--- config.mk ---
export PLATFORM = sky130hd
export DESIGN_NAME = cam_request_scheduler
export DESIGN_NICKNAME = d
export VERILOG_FILES = /design/src/rtl/cam_request_scheduler.sv
export SDC_FILE = /design/constraint.sdc
export NUM_CORES = 1
export LEC_CHECK = 0
export CAP_MARGIN = 10
export CORE_MARGIN = 2
export CORE_UTILIZATION = 35
export DETAILED_ROUTE_END_ITERATION = 12
export GPL_TIMING_DRIVEN = 0
export HOLD_SLACK_MARGIN = 0.05
export PLACE_DENSITY_LB_ADDON = 0.2
export REMOVE_ABC_BUFFERS = 1
export SLEW_MARGIN = 20
export SYNTH_ARGS = -nofsm -noshare
export SYNTH_HDL_FRONTEND = slang
export SYNTH_SLANG_ARGS = --single-unit
--- constraint.sdc ---
create_clock -name clk -period 2.89 [get_ports clk]
set_input_delay 0.289 -clock clk [delete_from_list [all_inputs] [get_ports clk]]
set_output_delay 0.289 -clock clk [all_outputs]
set_load 0.02 [all_outputs]
--- src/rtl/cam_request_scheduler.sv ---
`default_nettype none
// ============================================================================
// Module   : cam_request_scheduler
// Brief    : In-order write/search request scheduler in front of a CAM, with
//            credit-based response buffering. Optional CAM_STATS_EN adds
//            saturating hit/miss counters (stat_hit, stat_miss).
// Revision : 1.0 - initial release
// ============================================================================
module cam_request_scheduler #(
    parameter int DATA_W = 8,
    parameter int ADDR_W = 4,
    parameter int QDEPTH = 4
) (
    input  logic              clk,
    input  logic              rst_n,
    input  logic              req_valid,
    output logic              req_ready,
    input  logic              req_op,
    input  logic [DATA_W-1:0] req_data,
    input  logic [ADDR_W-1:0] req_addr,
    output logic              rsp_valid,
    input  logic              rsp_ready,
    output logic              rsp_hit,
    output logic [ADDR_W-1:0] rsp_addr,
    output logic              cam_wen,
    output logic              cam_ren,
    output logic [DATA_W-1:0] cam_din,
    output logic [ADDR_W-1:0] cam_addr,
    input  logic [ADDR_W-1:0] cam_dout,
    input  logic              cam_hit
`ifdef CAM_STATS_EN
    ,
    output logic [7:0]        stat_hit,
    output logic [7:0]        stat_miss
`endif
);

    localparam int c_ptr_w = $clog2(QDEPTH);
    localparam int c_cnt_w = c_ptr_w + 1;
    localparam int c_req_w = DATA_W + ADDR_W + 1;
    localparam logic [c_cnt_w-1:0] c_full    = c_cnt_w'(QDEPTH);
    localparam logic [c_cnt_w-1:0] c_cnt_one = c_cnt_w'(1);
    localparam logic [c_ptr_w-1:0] c_ptr_one = c_ptr_w'(1);

    localparam logic [1:0] c_idle  = 2'd0;
    localparam logic [1:0] c_run   = 2'd1;
    localparam logic [1:0] c_stall = 2'd2;

    logic [c_req_w-1:0] r_req_mem [QDEPTH];
    logic [c_ptr_w-1:0] r_req_wr;
    logic [c_ptr_w-1:0] r_req_rd;
    logic [c_cnt_w-1:0] r_req_cnt;

    logic [ADDR_W:0]    r_rsp_mem [QDEPTH];
    logic [c_ptr_w-1:0] r_rsp_wr;
    logic [c_ptr_w-1:0] r_rsp_rd;
    logic [c_cnt_w-1:0] r_rsp_cnt;

    logic               r_pipe;
    logic [c_cnt_w-1:0] r_credits;

    logic               w_head_op;
    logic [DATA_W-1:0]  w_head_data;
    logic [ADDR_W-1:0]  w_head_addr;
    logic               w_req_push;
    logic               w_rsp_pop;
    logic               w_issue;
    logic               w_issue_wr;
    logic               w_issue_sr;
    logic [1:0]         w_state;

    assign req_ready  = (r_req_cnt != c_full);
    assign w_req_push = req_valid & req_ready;
    assign {w_head_op, w_head_data, w_head_addr} = r_req_mem[r_req_rd];

    assign rsp_valid  = (r_rsp_cnt != '0);
    assign w_rsp_pop  = rsp_valid & rsp_ready;
    assign rsp_hit    = rsp_valid & r_rsp_mem[r_rsp_rd][ADDR_W];
    assign rsp_addr   = rsp_valid ? r_rsp_mem[r_rsp_rd][ADDR_W-1:0] : '0;

    // Issue state is decoded from the live FIFO head so a request can issue
    // the very cycle after it lands, keeping one op per cycle.
    always_comb begin
        w_state = c_run;
        if (r_req_cnt == '0) begin
            w_state = c_idle;
        end else if (!w_head_op && (r_credits == '0)) begin
            w_state = c_stall;
        end
    end

    assign w_issue    = (w_state == c_run);
    assign w_issue_wr = w_issue & w_head_op;
    assign w_issue_sr = w_issue & ~w_head_op;

    always_ff @(posedge clk) begin
        if (w_req_push) begin
            r_req_mem[r_req_wr] <= {req_op, req_data, req_addr};
        end
    end

    always_ff @(posedge clk or negedge rst_n) begin
        if (!rst_n) begin
            r_req_wr  <= '0;
            r_req_rd  <= '0;
            r_req_cnt <= '0;
        end else begin
            if (w_req_push) r_req_wr <= r_req_wr + c_ptr_one;
            if (w_issue)    r_req_rd <= r_req_rd + c_ptr_one;
            case ({w_req_push, w_issue})
                2'b10:   r_req_cnt <= r_req_cnt + c_cnt_one;
                2'b01:   r_req_cnt <= r_req_cnt - c_cnt_one;
                default: r_req_cnt <= r_req_cnt;
            endcase
        end
    end

    always_ff @(posedge clk or negedge rst_n) begin
        if (!rst_n) begin
            cam_wen  <= 1'b0;
            cam_ren  <= 1'b0;
            cam_din  <= '0;
            cam_addr <= '0;
            r_pipe   <= 1'b0;
        end else begin
            cam_wen <= w_issue_wr;
            cam_ren <= w_issue_sr;
            r_pipe  <= w_issue_sr;
            if (w_issue)    cam_din  <= w_head_data;
            if (w_issue_wr) cam_addr <= w_head_addr;
        end
    end

    // A credit stands for one response slot not yet claimed by a search.
    always_ff @(posedge clk or negedge rst_n) begin
        if (!rst_n) begin
            r_credits <= c_full;
        end else begin
            case ({w_rsp_pop, w_issue_sr})
                2'b10:   r_credits <= r_credits + c_cnt_one;
                2'b01:   r_credits <= r_credits - c_cnt_one;
                default: r_credits <= r_credits;
            endcase
        end
    end

    always_ff @(posedge clk) begin
        if (r_pipe) begin
            r_rsp_mem[r_rsp_wr] <= {cam_hit, (cam_hit ? cam_dout : {ADDR_W{1'b0}})};
        end
    end

    always_ff @(posedge clk or negedge rst_n) begin
        if (!rst_n) begin
            r_rsp_wr  <= '0;
            r_rsp_rd  <= '0;
            r_rsp_cnt <= '0;
        end else begin
            if (r_pipe)    r_rsp_wr <= r_rsp_wr + c_ptr_one;
            if (w_rsp_pop) r_rsp_rd <= r_rsp_rd + c_ptr_one;
            case ({r_pipe, w_rsp_pop})
                2'b10:   r_rsp_cnt <= r_rsp_cnt + c_cnt_one;
                2'b01:   r_rsp_cnt <= r_rsp_cnt - c_cnt_one;
                default: r_rsp_cnt <= r_rsp_cnt;
            endcase
        end
    end

`ifdef CAM_STATS_EN
    always_ff @(posedge clk or negedge rst_n) begin
        if (!rst_n) begin
            stat_hit  <= 8'd0;
            stat_miss <= 8'd0;
        end else if (r_pipe) begin
            if (cam_hit) begin
                if (stat_hit != 8'hFF) stat_hit <= stat_hit + 8'd1;
            end else begin
                if (stat_miss != 8'hFF) stat_miss <= stat_miss + 8'd1;
            end
        end
    end
`endif

endmodule
`default_nettype wire
==> impl_metrics.tcl, run 1 <==
set metrics [dict create \
    status "finished, final reports clean" \
    dieHeight_um 113 \
    holdWs_ns 0.368 \
    final_nets 311 \
    maxCapViolations 0 \
    rows 39 \
    cts_root_buffer "clkbuf_16" \
    wl_um 6810 \
    crit_path_frequent_cell "inv_1" \
    hold_path_class "primary input to asynchronous set/reset pin" \
    dp_slack_ns -0.224 \
    antenna_found_initial 0 \
    critPathSlowestCell "dfrtp_1" \
    cp.arrival_ns 2.98 \
    cts_tree "built" \
    setup_slack_ns 0.156 \
    fin_crit_sh_pct 94.6 \
    drv_slew 0 \
    clk_path_buf_depth 2 \
    antenna_cells 0 \
    ys_types 28 \
    grt_overflow 0 \
    grt_usage_pct 11.5 \
    p_leak_nw 1.89 \
    area_growth_pct 21.5 \
    min_period_ns 2.73 \
    grt_pass1_vias 2082 \
    clk_latency_ns 0.34 \
    crit_path_start_kind "register" \
    syn_inst 227 \
    crit-reg2reg-launch "r_req_rd[1]$_DFFE_PN0N_" \
    cts.sink_count 103 \
    die_w_um 113 \
    slowest_delay_ns 0.82 \
    drive_gt1_share_pct 16.8 \
    syn_area_per_cell_um2 18.4 \
    hold_viol_final 0 \
    crit_start "r_req_rd[1]$_DFFE_PN0N_" \
    place_congestion 0.646 \
    worstRegToRegCells 7 \
    power_mw 5.60 \
    finalInstanceArea_mm2 0.00508 \
    ys_ff_latch 103 \
    ir_worst_vdd_v 0.000424 \
    num_io_pins 43 \
    place.detailed.hpwl_um 4550 \
    fmax_mhz 366 \
    cts_buffers 9 \
    wl_per_cell_um 16.1 \
    regArea_mm2 0.00294 \
    place_area_mm2 0.00476 \
    setup_viol 0 \
    initial_core_util_pct 36.3 \
    dr_total_vias 1995 \
    multiInputGateArea_mm2 0.00114 \
    drtAntennaViolNets 0 \
    critical_path.endpoint_type "register" \
    syn_area_mm2 0.00418 \
    ys_warn_count 0 \
    grt_max_degree 25 \
    dieArea_mm2 0.0128 \
    path_class "register to register" \
    path_cells "mux4_2 > o21ai_4 > inv_1 > ha_1 > inv_1 > fa_1 > o21ai_0" \
    tightest_slew_ns 0.736 \
    yosys-top-cells-area "edfxtp_1 (52%), dfrtp_1 (18%), mux4_2 (7.5%)" \
    detail_route.iter0.violations 59 \
    cp_max_fo 15 \
    synth_area_leader_cell "edfxtp_1" \
    fin_tns_setup_ns 0 \
    fillers 1034 \
    grt_first_pass_wirelength_um 10900 \
    cts.reportedPaths.clkPinSlew_ns 0.07 \
    p_per_area_mw_per_mm2 1100 \
    synth_top_area_share_pct 51.7 \
    clock_skew_ns 0.00883 \
    ys_seq_area_share_pct 70.3 \
    io_buffers 42 \
    drc 0 \
    routed_via_density 4.72 \
    maxSlewHeadroom_pct 50.9 \
    core_mm2 0.0115 \
    grt_setup_unrepaired "false" \
    cts-htree-levels 3 \
    crit_required_ns 3.14 \
    first_pass_iters 6 \
]
power by group:
group          internal (mW)  switching, mW
registers               2.07          0.336
logic                   1.06          0.910
clock network          0.687          0.533
total                   3.82           1.78
registers in the layout, summed over array words and instances (netlist names):
| name | count |
|---|---|
| cam_addr | 4 |
| cam_din | 8 |
| cam_wen | 1 |
| r_credits | 3 |
| r_pipe | 1 |
| r_req_cnt | 3 |
| r_req_mem | 52 |
| r_req_rd | 2 |
| r_req_wr | 2 |
| r_rsp_cnt | 3 |
| r_rsp_mem | 20 |
| r_rsp_rd | 2 |
| r_rsp_wr | 2 |
metrics by stage:
stage | cells | utilization, %
after floorplan | 220 | -
after global placement | 405 | 41.2
after detailed placement | 406 | 41.3
after CTS | 423 | 44.1
after global routing | 423 | 44.1
final | 423 | 44.1
worst paths after layout:
check / to / slack, ns
max: r_req_cnt[1]$_DFFE_PN0P_ / 0.16
min reg2reg: r_rsp_cnt[2]$_DFFE_PN0P_ / 0.46
min in group clk: r_rsp_cnt[2]$_DFFE_PN0P_ / 0.46
max in group asynchronous: r_credits[2]$_DFFE_PN1P_ / 2.02
max reg2reg: r_req_cnt[1]$_DFFE_PN0P_ / 0.16
min: cam_din[3]$_DFFE_PN0N_ / 0.37
layer usage:
metal | global-route usage [%] | up-vias | routed length (µm)
met5 | 0 | - | 0
met1 | 15.2 | 1003 | 3170
li1 | - | 937 | -
met3 | 3.27 | 4 | 295
met2 | 18.0 | 51 | 3280
met4 | 4.39 | 0 | 64
layout make-up:
| type | count | share of cell area, % |
|---|---|---|
| Clock inverter | 6 | 1.50 |
| Multi-Input combinational cell | 99 | 22.4 |
| Inverter | 18 | 1.33 |
| Clock buffer | 10 | 4.51 |
| Timing Repair Buffer | 44 | 8.77 |
| Sequential cell | 103 | 57.9 |
| Tap cell | 143 | 3.52 |
critical path, delay by kind of cell, from the launching register on:
family	cells	cell delay (ns)
compound gates	2	0.59
fa+ha+maj	2	0.61
buf+inv	2	0.16
flops	1	0.82
mux	1	0.47
kinds of logic (layout without fill, tap and decap cells):
group	Yosys count	count (layout)	share of synthesized area [%]
AOI/OAI and AO/OA	6	6	1.26
xor gates and xnor gates	14	14	2.93
adders and majority gates	14	14	4.73
buffers and inverters	25	78	2.45
DFF	103	103	70.3
muxes	33	33	14.0
and+or+nand+nor	32	32	4.28
synth_stat cells:
cell type / instances
buf_6: 1
mux2i_1: 2
fa_1: 3
nand3_1: 1
dfrtp_1: 30
xor2_1: 7
o21a_1: 1
nor2_1: 4
o21ai_0: 2
and2_1: 14
nand2_1: 5
buf_2: 1
inv_1: 18
ha_1: 11
or3b_1: 1
xnor2_1: 7
or3_1: 3
o211a_1: 1
o2111ai_1: 1
and3_1: 4
o21ai_4: 1
clkbuf_1: 4
mux4_2: 14
mux2_2: 13
edfxtp_1: 72
mux4_1: 4
dfstp_2: 1
buf_1: 1
what timing repair did:
| item | in CTS | in global routing |
|---|---|---|
| setup buffers | 0 | 0 |
| hold buffers | 1 | 0 |
| endpoints found under the setup margin | 3 | 2 |
| gates resized for setup | 1 | 1 |
| hold endpoints to repair | 7 | 0 |
layout by cell type, fill, tap and decap left out, types with 5 or more instances in the layout:
| master | Yosys | final |
|---|---|---|
| inv_1 | 18 | 18 |
| edfxtp_1 | 72 | 72 |
| and2_1 | 14 | 14 |
| dfrtp_1 | 30 | 29 |
| nand2_1 | 5 | 5 |
| xnor2_1 | 7 | 7 |
| clkbuf_16 | 0 | 9 |
| mux4_2 | 14 | 14 |
| ha_1 | 11 | 11 |
| xor2_1 | 7 | 7 |
| mux2_2 | 13 | 13 |
| clkdlybuf4s50_1 | 0 | 41 |
(Power assumes the default switching activity.)
==> run 2, diff against run 1 <==
Settings changed: DONT_BUFFER_PORTS set to 1.
==> run 2 against run 1 <==
Against the previous run: register-to-register slack better by 0.09 ns; largest power group unchanged; global-route usage is 0.43 points higher; critical endpoint is now r_req_cnt[2]$_DFFE_PN0P_; largest cell class unchanged; maximum frequency is 3.4% higher; hold slack worse by 0.26 ns; non-clock buffer count is 28 lower.
==> impl_metrics.tcl, run 2 (synthesis gave the netlist of run 1 again) <==
set metrics [dict create \
    status "finished, final reports clean" \
    clock_skew_ns 0.00591 \
    largest_reg_flops 52 \
    grt_setup_unrepaired "false" \
    wl_per_cell_um 17.3 \
    dr_total_vias 1865 \
    cp_max_fo 16 \
    power_mw 5.21 \
    critPathSlowestCell "dfrtp_4" \
    hold_path_class "primary input to register" \
    cts_buffers 9 \
    p_per_area_mw_per_mm2 1090 \
    wl_um 6830 \
    cts-htree-levels 3 \
    ir_worst_vdd_v 0.000616 \
    detail_route.iter0.violations 59 \
    grt_first_pass_wirelength_um 11200 \
    drv_slew 0 \
    holdWs_ns 0.103 \
    drtAntennaViolNets 0 \
    area_growth_pct 14.4 \
    antenna_cells 0 \
    crit_required_ns 3.11 \
    dieArea_mm2 0.0128 \
    fin_crit_sh_pct 91.5 \
    fmax_mhz 378 \
    grt_overflow 0 \
    place.detailed.hpwl_um 4340 \
    top_register "r_req_mem" \
    maxCapViolations 0 \
    antenna_found_initial 0 \
    final_nets 283 \
    path_class "register to register" \
    fin_tns_setup_ns 0 \
    fillers 1057 \
    drive_gt1_share_pct 18.7 \
    initial_core_util_pct 36.3 \
    p_leak_nw 1.78 \
    rows 39 \
    place_congestion 0.735 \
    die_w_um 113 \
    routed_via_density 4.72 \
    dieHeight_um 113 \
    layout_commonest_cell "edfxtp_1" \
    io_buffers 0 \
    cts.sink_count 103 \
    grt_usage_pct 11.9 \
    setup_viol 0 \
    fin_cells 395 \
    placed_cells 363 \
    layout_common_cells "edfxtp_1 (72), dfrtp_1 (28), inv_1 (18)" \
    slowest_delay_ns 0.61 \
    maxSlewHeadroom_pct 49.1 \
    hold_viol_final 0 \
    grt_pass1_vias 1991 \
    cts_root_buffer "clkbuf_16" \
    path_cells "mux4_2 > o21ai_4 > inv_1 > ha_1 > inv_1 > fa_1 > xor2_1 > nor2_1 > xor2_1" \
    cts.reportedPaths.clkPinSlew_ns 0.07 \
    clk_path_buf_depth 2 \
    timing.critical_path.max_delay_family "flip-flops" \
    grt_max_degree 32 \
    first_pass_iters 4 \
    core_mm2 0.0115 \
    reg.largest.list "r_req_mem (52), r_rsp_mem (20), cam_din (8)" \
    num_io_pins 43 \
    drc 0 \
    cp.arrival_ns 2.87 \
    crit_buf_inv 2 \
    tightest_slew_ns 0.764 \
    clk_latency_ns 0.34 \
    critical_path.endpoint_type "register" \
    postCtsSetupRepairBufs 0 \
    min_period_ns 2.64 \
    crit_path_start_kind "register" \
    cts_tree "built" \
]
## run 2: cell types whose count changed in the layout (fill, tap and decap cells not counted), sizes merged
| cell | previous run | this run |
|---|---|---|
| clkbuf | 10 | 11 |
| buf | 2 | 1 |
| clkdlybuf4s50 | 41 | 0 |
| bufinv | 1 | 0 |
| dlygate4sd3 | 1 | 15 |
## run 2: final cells by class
| class | count | area, µm² | area share (%) |
|---|---|---|---|
| clock buffers | 11 | 243 | 5.08 |
| repair buffers | 16 | 170 | 3.56 |
| inverters | 18 | 67.6 | 1.41 |
| clock inverters | 5 | 38.8 | 0.811 |
| multi-input cells | 99 | 1140 | 23.8 |
| well taps | 143 | 179 | 3.74 |
| flip-flops and latches | 103 | 2940 | 61.6 |
## run 2: worst paths after layout
check / endpoint / from / slack (ns) / cells past startpoint
min in group asynchronous: r_rsp_rd[0]$_DFFE_PN0P_ / rst_n / 0.42 / 2
min: r_rsp_rd[1]$_DFFE_PN0P_ / rsp_ready / 0.10 / 2
min reg2reg: r_rsp_cnt[2]$_DFFE_PN0P_ / r_rsp_cnt[2]$_DFFE_PN0P_ / 0.47 / 1
max reg2reg: r_req_cnt[2]$_DFFE_PN0P_ / r_req_rd[0]$_DFFE_PN0N_ / 0.25 / 9
max: r_req_cnt[2]$_DFFE_PN0P_ / r_req_rd[0]$_DFFE_PN0N_ / 0.25 / 9
max in group asynchronous: r_credits[2]$_DFFE_PN1P_ / rst_n / 2.23 / 2
## run 2: power breakdown
group          internal, mW  total, mW  switching [mW]  leakage (nW)
Clock                 0.617       1.14           0.527         0.142
Sequential             2.07       2.54           0.470          1.02
Combinational         0.778       1.53           0.749         0.615
Total                  3.47       5.21            1.75          1.78
## run 2: metrics by stage
step	utilization, %	setup WS (ns)	instance area [µm²]
finish	41.5	0.246	4780
global route	41.5	0.0254	4780
CTS	41.5	0.0688	4780
detailed placement	37.5	-0.244	4320
global placement	37.5	-0.206	4320
floorplan	-	0.249	4150
## run 2: what timing repair did
| item | CTS | global route |
|---|---|---|
| endpoints found under the hold margin | 87 | 0 |
| hold buffers | 16 | 0 |
| resized for setup | 1 | 2 |
| endpoints found under the setup margin | 3 | 2 |
## run 2: per-layer routing
layer  global-route usage [%]  wire length (µm)  vias to the layer above
li1                         -                 -                      875
met1                     15.2              3120                      941
met2                     18.8              3290                       42
met3                     3.96               297                        7
met4                     4.88               125                        0
met5                        0                 0                        -
## run 2: worst reg2reg max path, stage by stage, from the launching register on
cell	delay, ns
dfrtp_4	0.61
mux4_2	0.60
o21ai_4	0.40
inv_1	0.09
ha_1	0.21
inv_1	0.08
fa_1	0.18
xor2_1	0.15
nor2_1	0.06
xor2_1	0.14
==> run 3, diff against run 2 <==
Settings changed: CAP_MARGIN 10 to unset.
Clock period 2.89 ns to 2.6 ns, I/O delays scaled along.
==> run 3 against run 2 <==
Against the previous run: clock power rose by 11%; utilization rose by 0.26 points; sequential share of layout area fell by 0.38 points; cell count rose by 1.0%; combinational power rose by 18%; via count rose by 1.3%.
==> impl_metrics.tcl, run 3 (synthesis gave the netlist of run 1 again) <==
set metrics [dict create \
    die_w_um 113 \
    critical_path.endpoint_type "register" \
    drtAntennaViolNets 0 \
    cts-htree-levels 3 \
    p_leak_nw 1.80 \
    io_buffers 0 \
    dr_total_vias 1889 \
    tightest_slew_ns 0.764 \
    fmax_mhz 414 \
    largest_reg_flops 52 \
    final_nets 287 \
    status "finished, final reports clean" \
    final_util_pct 41.8 \
    first_pass_iters 4 \
    crit_required_ns 2.86 \
    ir_worst_vdd_v 0.000685 \
    place.detailed.hpwl_um 4340 \
    top_register "r_req_mem" \
    num_io_pins 43 \
    routed_via_density 4.73 \
    clk_latency_ns 0.34 \
    rrSetupSlack_ns 0.19 \
    fillers 1064 \
    slowest_delay_ns 0.56 \
    cts_tree "built" \
    setup_viol 0 \
    cts.reportedPaths.clkPinSlew_ns 0.07 \
    antenna_found_initial 0 \
    initial_core_util_pct 36.3 \
    maxCapViolations 0 \
    grt_usage_pct 11.9 \
    cts_buffers 9 \
    cp.arrival_ns 2.68 \
    grt_max_degree 32 \
    wl_um 6930 \
    reg.largest.list "r_req_mem (52), r_rsp_mem (20), cam_din (8)" \
    holdWs_ns 0.0745 \
    grt_overflow 0 \
    hold_viol_final 0 \
    antenna_cells 0 \
    place_area_mm2 0.00432 \
    dieArea_mm2 0.0128 \
    drv_slew 0 \
    p_per_area_mw_per_mm2 1220 \
    crit_path_start_kind "register" \
    drc 0 \
    rows 39 \
    hold_path_class "primary input to register" \
    cts_root_buffer "clkbuf_16" \
    clock_skew_ns 0.00641 \
    critPathSlowestCell "or3b_1" \
    path_cells "or3b_1 > and2_1 > inv_1 > ha_1 > inv_1 > fa_1 > xor2_1 > nor2_1 > xor2_1" \
    place_congestion 0.735 \
    path_class "register to register" \
    layout_common_cells "edfxtp_1 (72), dfrtp_1 (28), inv_1 (18)" \
    wl_per_cell_um 17.4 \
    grt_setup_unrepaired "false" \
    min_period_ns 2.41 \
    core_mm2 0.0115 \
    power_mw 5.85 \
    drive_gt1_share_pct 19.9 \
    dieHeight_um 113 \
    cts.sink_count 103 \
    detail_route.iter0.violations 64 \
    layout_commonest_cell "edfxtp_1" \
    cp_max_fo 6 \
    finalInstanceArea_mm2 0.00481 \
    maxSlewHeadroom_pct 49.1 \
    fin_tns_setup_ns 0 \
    grt_pass1_vias 2012 \
    fin_crit_sh_pct 92.8 \
    area_growth_pct 15.1 \
    clk_path_buf_depth 2 \
    grt_first_pass_wirelength_um 11300 \
]
## run 3: cell types whose count changed in the layout (fill, tap and decap cells not counted), sizes merged
cell and delta:
buf +4
## run 3: worst paths after layout
kind | start | endpoint | cells past startpoint
worst max-delay path | r_req_cnt[1]$_DFFE_PN0P_ | r_req_cnt[2]$_DFFE_PN0P_ | 9
min in group asynchronous | rst_n | r_rsp_rd[0]$_DFFE_PN0P_ | 2
worst max register to register | r_req_cnt[1]$_DFFE_PN0P_ | r_req_cnt[2]$_DFFE_PN0P_ | 9
worst min register to register | r_rsp_cnt[2]$_DFFE_PN0P_ | r_rsp_cnt[2]$_DFFE_PN0P_ | 1
max in group asynchronous | rst_n | r_credits[2]$_DFFE_PN1P_ | 2
worst min-delay path | rsp_ready | r_rsp_rd[1]$_DFFE_PN0P_ | 2
## run 3: timing repair
| item | CTS | global route |
|---|---|---|
| hold buffers | 16 | 0 |
| pin swaps | 1 | 0 |
| gates cloned | 0 | 0 |
| endpoints found under the hold margin | 87 | 0 |
| setup endpoints to repair | 13 | 1 |
| gates resized for setup | 3 | 0 |
| buffers inserted | 1 | 3 |
## run 3: area by class of cell
| type | instances | area [µm²] | area share, % |
|---|---|---|---|
| inverter | 18 | 67.6 | 1.40 |
| sequential | 103 | 2940 | 61.2 |
| clock buffer | 11 | 243 | 5.05 |
| tap | 143 | 179 | 3.72 |
| timing repair buffer | 20 | 200 | 4.16 |
| clock inverter | 5 | 38.8 | 0.806 |
| multi-input combinational | 99 | 1140 | 23.7 |
## run 3: stage by stage
stage	cells	worst slack, ns
after floorplan	220	-0.0405
after detailed placement	363	-0.534
after global placement	363	-0.496
after CTS	396	0.0152
after global routing	399	0.0356
final	399	0.186
## run 3: power by group
group / switching [mW] / leakage (nW) / total (mW) / internal, mW
clock: 0.585 / 0.142 / 1.27 / 0.686
combinational: 0.898 / 0.634 / 1.81 / 0.908
sequential: 0.468 / 1.02 / 2.77 / 2.31
## run 3: metal layers
metal	global-route usage, %	vias to the layer above	part of all wire, %
met5	0	-	0
met4	4.88	0	1.7
met3	3.96	7	4.2
met2	18.9	40	48
met1	15.2	960	46
li1	-	882	-
## run 3: worst max-delay path: cells and delay by family (launching register included)
family | cells | cell delay [ns]
xor gates and xnor gates | 2 | 0.30
DFF | 1 | 0.41
adders and majority gates | 2 | 0.54
and+or+nand+nor | 3 | 0.94
buffers and inverters | 2 | 0.13
